--- src/rtl/fmlbrg_line.sv ---
// fmlbrg_line: 16-bit Wishbone slave to FML master bridge with a single 4-word write-back line.
// Optional build macro FMLBRG_STATS_EN adds saturating hit_cnt/miss_cnt outputs.
module fmlbrg_line #(
  parameter int fml_depth = 26
) (
  input  logic                 sys_clk,
  input  logic                 sys_rst_n,
  input  logic [fml_depth-1:1] wb_adr_i,
  input  logic [15:0]          wb_dat_i,
  output logic [15:0]          wb_dat_o,
  input  logic [1:0]           wb_sel_i,
  input  logic                 wb_cyc_i,
  input  logic                 wb_stb_i,
  input  logic                 wb_we_i,
  output logic                 wb_ack_o,
  output logic [fml_depth-1:0] fml_adr,
  output logic                 fml_stb,
  output logic                 fml_we,
  input  logic                 fml_ack,
  output logic [1:0]           fml_sel,
  output logic [15:0]          fml_do,
  input  logic [15:0]          fml_di
`ifdef FMLBRG_STATS_EN
  ,
  output logic [15:0]          hit_cnt,
  output logic [15:0]          miss_cnt
`endif
);

  localparam int TW = fml_depth - 3;

  typedef enum logic [2:0] {IDLE, WB_REQ, WB_DATA, FILL_REQ, FILL_DATA} state_t;

  state_t         state_q, state_d;
  logic [1:0]     cnt_q, cnt_d;
  logic [15:0]    line_q [4];
  logic [15:0]    line_d [4];
  logic [TW-1:0]  tag_q, tag_d;
  logic [TW-1:0]  miss_tag_q, miss_tag_d;
  logic           valid_q, valid_d;
  logic           dirty_q, dirty_d;
  logic           ack_q, ack_d;
  logic [15:0]    dat_o_q, dat_o_d;
  logic           stb_q, stb_d;
  logic           we_q, we_d;
  logic [fml_depth-1:0] adr_q, adr_d;
  logic [1:0]     sel_q, sel_d;
  logic [15:0]    do_q, do_d;
`ifdef FMLBRG_STATS_EN
  logic [15:0]    hit_cnt_q, hit_cnt_d;
  logic [15:0]    miss_cnt_q, miss_cnt_d;
  logic           replay_q, replay_d;
`endif

  logic [TW-1:0]  wb_tag;
  logic [1:0]     idx;
  logic           req;
  logic           hit;
  logic [15:0]    wr_word;

  assign wb_tag = wb_adr_i[fml_depth-1:3];
  assign idx    = wb_adr_i[2:1];
  assign req    = wb_cyc_i & wb_stb_i & ~ack_q;
  assign hit    = valid_q && (tag_q == wb_tag);

  always_comb begin
    state_d    = state_q;
    cnt_d      = cnt_q;
    line_d     = line_q;
    tag_d      = tag_q;
    miss_tag_d = miss_tag_q;
    valid_d    = valid_q;
    dirty_d    = dirty_q;
    ack_d      = 1'b0;
    dat_o_d    = dat_o_q;
    stb_d      = stb_q;
    we_d       = we_q;
    adr_d      = adr_q;
    sel_d      = sel_q;
    do_d       = do_q;
    wr_word    = line_q[idx];
    if (wb_sel_i[0]) wr_word[7:0]  = wb_dat_i[7:0];
    if (wb_sel_i[1]) wr_word[15:8] = wb_dat_i[15:8];
`ifdef FMLBRG_STATS_EN
    hit_cnt_d  = hit_cnt_q;
    miss_cnt_d = miss_cnt_q;
    replay_d   = replay_q;
`endif
    case (state_q)
      IDLE: begin
`ifdef FMLBRG_STATS_EN
        replay_d = 1'b0;
`endif
        if (req) begin
          if (hit) begin
            ack_d = 1'b1;
            if (wb_we_i) begin
              line_d[idx] = wr_word;
              if (wb_sel_i != 2'b00) dirty_d = 1'b1;
            end else begin
              dat_o_d = line_q[idx];
            end
`ifdef FMLBRG_STATS_EN
            // The replay right after a fill was already counted as a miss.
            if (!replay_q && hit_cnt_q != 16'hFFFF) hit_cnt_d = hit_cnt_q + 16'd1;
`endif
          end else begin
            miss_tag_d = wb_tag;
            stb_d      = 1'b1;
            sel_d      = 2'b11;
            if (valid_q && dirty_q) begin
              state_d = WB_REQ;
              we_d    = 1'b1;
              adr_d   = {tag_q, 3'b000};
              do_d    = line_q[0];
            end else begin
              state_d = FILL_REQ;
              we_d    = 1'b0;
              adr_d   = {wb_tag, 3'b000};
            end
`ifdef FMLBRG_STATS_EN
            if (miss_cnt_q != 16'hFFFF) miss_cnt_d = miss_cnt_q + 16'd1;
`endif
          end
        end
      end
      WB_REQ: begin
        if (fml_ack) begin
          state_d = WB_DATA;
          stb_d   = 1'b0;
          we_d    = 1'b0;
          cnt_d   = 2'd1;
          do_d    = line_q[1];
        end
      end
      WB_DATA: begin
        if (cnt_q == 2'd3) begin
          dirty_d = 1'b0;
          state_d = FILL_REQ;
          stb_d   = 1'b1;
          we_d    = 1'b0;
          adr_d   = {miss_tag_q, 3'b000};
          do_d    = 16'h0000;
        end else begin
          cnt_d = cnt_q + 2'd1;
          do_d  = line_q[cnt_q + 2'd1];
        end
      end
      FILL_REQ: begin
        if (fml_ack) begin
          state_d = FILL_DATA;
          stb_d   = 1'b0;
          cnt_d   = 2'd0;
        end
      end
      FILL_DATA: begin
        line_d[cnt_q] = fml_di;
        cnt_d         = cnt_q + 2'd1;
        if (cnt_q == 2'd3) begin
          tag_d   = miss_tag_q;
          valid_d = 1'b1;
          sel_d   = 2'b00;
          state_d = IDLE;
`ifdef FMLBRG_STATS_EN
          replay_d = 1'b1;
`endif
        end
      end
      default: state_d = IDLE;
    endcase
  end

  always_ff @(posedge sys_clk) begin
    if (!sys_rst_n) begin
      state_q    <= IDLE;
      cnt_q      <= 2'd0;
      tag_q      <= '0;
      miss_tag_q <= '0;
      valid_q    <= 1'b0;
      dirty_q    <= 1'b0;
      ack_q      <= 1'b0;
      dat_o_q    <= 16'h0000;
      stb_q      <= 1'b0;
      we_q       <= 1'b0;
      adr_q      <= '0;
      sel_q      <= 2'b00;
      do_q       <= 16'h0000;
`ifdef FMLBRG_STATS_EN
      hit_cnt_q  <= 16'h0000;
      miss_cnt_q <= 16'h0000;
      replay_q   <= 1'b0;
`endif
    end else begin
      state_q    <= state_d;
      cnt_q      <= cnt_d;
      tag_q      <= tag_d;
      miss_tag_q <= miss_tag_d;
      valid_q    <= valid_d;
      dirty_q    <= dirty_d;
      ack_q      <= ack_d;
      dat_o_q    <= dat_o_d;
      stb_q      <= stb_d;
      we_q       <= we_d;
      adr_q      <= adr_d;
      sel_q      <= sel_d;
      do_q       <= do_d;
`ifdef FMLBRG_STATS_EN
      hit_cnt_q  <= hit_cnt_d;
      miss_cnt_q <= miss_cnt_d;
      replay_q   <= replay_d;
`endif
    end
  end

  // Line data needs no reset: valid_q gates every use of it.
  always_ff @(posedge sys_clk) begin
    line_q <= line_d;
  end

  assign wb_ack_o = ack_q;
  assign wb_dat_o = dat_o_q;
  assign fml_stb  = stb_q;
  assign fml_we   = we_q;
  assign fml_adr  = adr_q;
  assign fml_sel  = sel_q;
  assign fml_do   = do_q;
`ifdef FMLBRG_STATS_EN
  assign hit_cnt  = hit_cnt_q;
  assign miss_cnt = miss_cnt_q;
`endif

endmodule

--- config.mk ---
export PLATFORM = sky130hd
export DESIGN_NAME = fmlbrg_line
export DESIGN_NICKNAME = d
export VERILOG_FILES = /design/src/rtl/fmlbrg_line.sv
export SDC_FILE = /design/constraint.sdc
export NUM_CORES = 1
export LEC_CHECK = 0
export CAP_MARGIN = 20
export CORE_AREA = 8 8 138 140
export CTS_CLUSTER_SIZE = 10
export DETAILED_ROUTE_END_ITERATION = 8
export DIE_AREA = 0 0 146 148
export GPL_TIMING_DRIVEN = 0
export PLACE_DENSITY = 0.75
export SLEW_MARGIN = 20
export SYNTH_ARGS = -nofsm -noshare
export SYNTH_HDL_FRONTEND = slang
export SYNTH_SLANG_ARGS = --single-unit
--- constraint.sdc ---
create_clock -name sys_clk -period 4.6 [get_ports sys_clk]
set_clock_uncertainty 0.2 [all_clocks]
set_input_delay 1.38 -clock sys_clk [delete_from_list [all_inputs] [get_ports sys_clk]]
set_output_delay 1.38 -clock sys_clk [all_outputs]
set_load 0.01 [all_outputs]
==> flow_summary.ini <==
[timing]
slew_headroom = 0.438
setup_violations = 0
period_needed_ns = 4.30
drv_slew = 0
hold_viol = 0
period_share = 0.934
tightest_slew_ns = 0.843
fmax_ghz = 0.233
rsz0062_at_grt = false

[global_route]
track_usage = 0.253
grt_pass1_vias = 7955
grt_pass1_wl_um = 42800
grt-ovfl-total = 0
grt_start_max_net_pins = 17
antenna_found_initial = 0

[logic_synthesis]
synthArstFlopShare = 0
synthesis.instances = 945
synth_ff_type = dfxtp_1
synth_seq_cells = 176
avgSynthCellArea_um2 = 9.57
synth_seq_area_share = 0.460
syn_area_um2 = 9050
synth.distinct_cells = 47
yosys_warnings = 0
yosysTopAreaCell = dfxtp_1
synth_top_area_share = 0.248
synth_area_leaders = dfxtp_1 25%, edfxtp_1 21%, nand2_1 8.1%
synth_edf_count = 64

[power]
total_leakage_power_uw = 0.00407
vdd_ir_drop_max_mv = 0.284
power.density_nw_per_um2 = 432

[critical_path]
crit_required_ns = 4.54
path_delay_family = compound AO/OA/AOI/OAI gates
cp-start-kind = primary input
worstPathCellList = clkdlybuf4s50_1 -> xnor2_1 -> nand4_2 -> nor4_1 -> and3_1 -> o21ai_0 -> a21oi_2 -> buf_6
cpPeakStageDelay_ns = 0.66
cp-end-kind = register
crit_arrival_ns = 4.24
cp_max_fo = 9
criticalPathCategory = in2reg
slowest_stage = a21oi_2
crit_buf_inv = 2

[layout]
fillers = 1393
n_antenna_cell = 0
drive_gt1_frac = 0.0907
final_cells = 1328
syn2layout_area_growth_pct = 23.5
nets = 1159
fin_util = 0.660

[clock_tree]
cts_hold_buf = 0
cts_buffers = 17
clk_latency_ns = 0.43
h-tree-depth = 4
cts_tree = built
clkTransAtPathRegs_ns = 0.06
cts.sinks = 176
ctsLongestPathBuffers = 2
cts_resized = 0
cts-root-buf = clkbuf_16
cts_setup_buffers = 0

[floorplanning]
start_util = 0.534
die_w_um = 146
dieHeight_um = 148
coreArea_um2 = 16900
io-pin-count = 128
num_rows = 48
dieArea_um2 = 21600

[run_status]
status = complete, no violations

[placement]
dp_cells = 1296
port_buffers = 120
dp_hpwl_um = 19900
gp_congestion = 0.918

[route]
drt_iter0_markers = 996
vias_per_cell = 6.03
drt_first_pass_iters = 9
drc = 0
wl_per_cell_um = 20.9
finalWirelength_um = 27800
vias = 8014
drtAntennaViolNets = 0

[worst_hold_path]
min_path_type = reg2reg

[flow_run]
drv_cap = 0
==> cell families (layout without fill, tap and decap cells) <==
kind of cell               count (synthesis)  count (layout)  share of synthesized area
xor gates and xnor gates                  23              23                     0.0223
buffers and inverters                     88             244                     0.0461
and+or+nand+nor                          344             344                      0.173
other                                      1               3                   0.000414
adders and majority gates                  4               4                    0.00553
AOI/OAI and AO/OA                        210             210                      0.139
DFF                                      176             176                      0.460
muxes                                     99              99                      0.154
==> cells in the final DEF, fill, tap and decap left out, drive strengths merged, types with 3 or more instances in the layout <==
cell type / count
nor2b: 16
o2111ai: 4
mux4: 32
nand2: 195
clkdlybuf4s50: 120
clkbuf: 66
mux2i: 67
a222oi: 16
a21oi: 32
a31oi: 3
edfxtp: 64
ha: 4
bufinv: 3
inv: 7
nor3: 7
nand3: 56
nand4: 9
clkinv: 9
a21boi: 26
nand2b: 17
dfxtp: 112
nor2: 30
xnor2: 23
o21ai: 120
conb: 3
buf: 37
and3: 5
==> sequential cells by signal, summed over array words and instances, names as in the netlist <==
register and count:
fml_adr 23, miss_tag_q 23, valid_q 1, tag_q 23
state_q 3, dirty_q 1, line_q 64, fml_do 16
fml_sel 1, fml_stb 1, fml_we 1, wb_ack_o 1
cnt_q 2, wb_dat_o 16
==> worst reg2reg max path: cells and delay by family (launching register included) <==
| family | cells | cell delay, ns |
|---|---|---|
| fa+ha+maj | 1 | 0.34 |
| flops | 1 | 0.37 |
| compound gates | 1 | 0.42 |
| buf+inv | 5 | 1.97 |
| simple gates | 1 | 0.18 |
| mux | 2 | 0.62 |
==> through the flow <==
stage	instance area (um2)	power (uW)	TNS, ns	hold WS [ns]	setup slack [ns]
floorplan	9050	2780	0	0.242	0.834
global placement	10500	3370	-42.98	0.246	-0.732
detailed placement	10600	3390	-0.275	0.251	-0.0349
CTS	11200	4820	0	0.259	0.379
global route	11200	5030	0	0.276	0.200
finish	11200	4830	0	0.254	0.303
==> cell usage after synthesis (8+ instances only) <==
library cell,count
mux4_2,32
buf_1,9
nor2_1,29
nand2_1,195
o21ai_0,119
buf_2,11
edfxtp_1,64
a21oi_1,30
nor2b_1,16
dfxtp_1,112
nand3_1,55
a21boi_0,26
nand4_1,8
a222oi_1,16
clkbuf_1,47
nand2b_1,17
mux2i_1,67
xnor2_1,23
==> area by class of cell <==
cell class	count	area (um2)	area share
clock inverters	14	148	0.0132
inverters	7	26.3	0.00235
repair buffers	124	1250	0.112
plain buffers	81	390	0.0349
well taps	225	282	0.0252
flip-flops and latches	176	4160	0.373
multi-input cells	683	4490	0.402
clock buffers	18	429	0.0384
==> power breakdown <==
| group | switching [uW] | internal [uW] | total [uW] |
|---|---|---|---|
| logic | 843 | 684 | 1530 |
| clock network | 603 | 842 | 1440 |
| registers | 93.7 | 1760 | 1860 |
| total | 1540 | 3290 | 4830 |
==> worst paths after layout <==
kind | slack (ns) | depth (start not counted) | to | start
max | 0.30 | 8 | line_q[26] | wb_adr_i[6]
min | 0.25 | 2 | fml_adr[11] | fml_adr[11]
max reg2reg | 0.40 | 10 | fml_do[6] | cnt_q[0]
min reg2reg | 0.25 | 2 | fml_adr[11] | fml_adr[11]
==> metal layers <==
| metal | track usage | wire length [um] |
|---|---|---|
| met1 | 0.286 | 10300 |
| met2 | 0.438 | 13800 |
| met3 | 0.0657 | 2620 |
| met4 | 0.126 | 996 |
| met5 | 0 | 0 |
(Power assumes the default switching activity.)
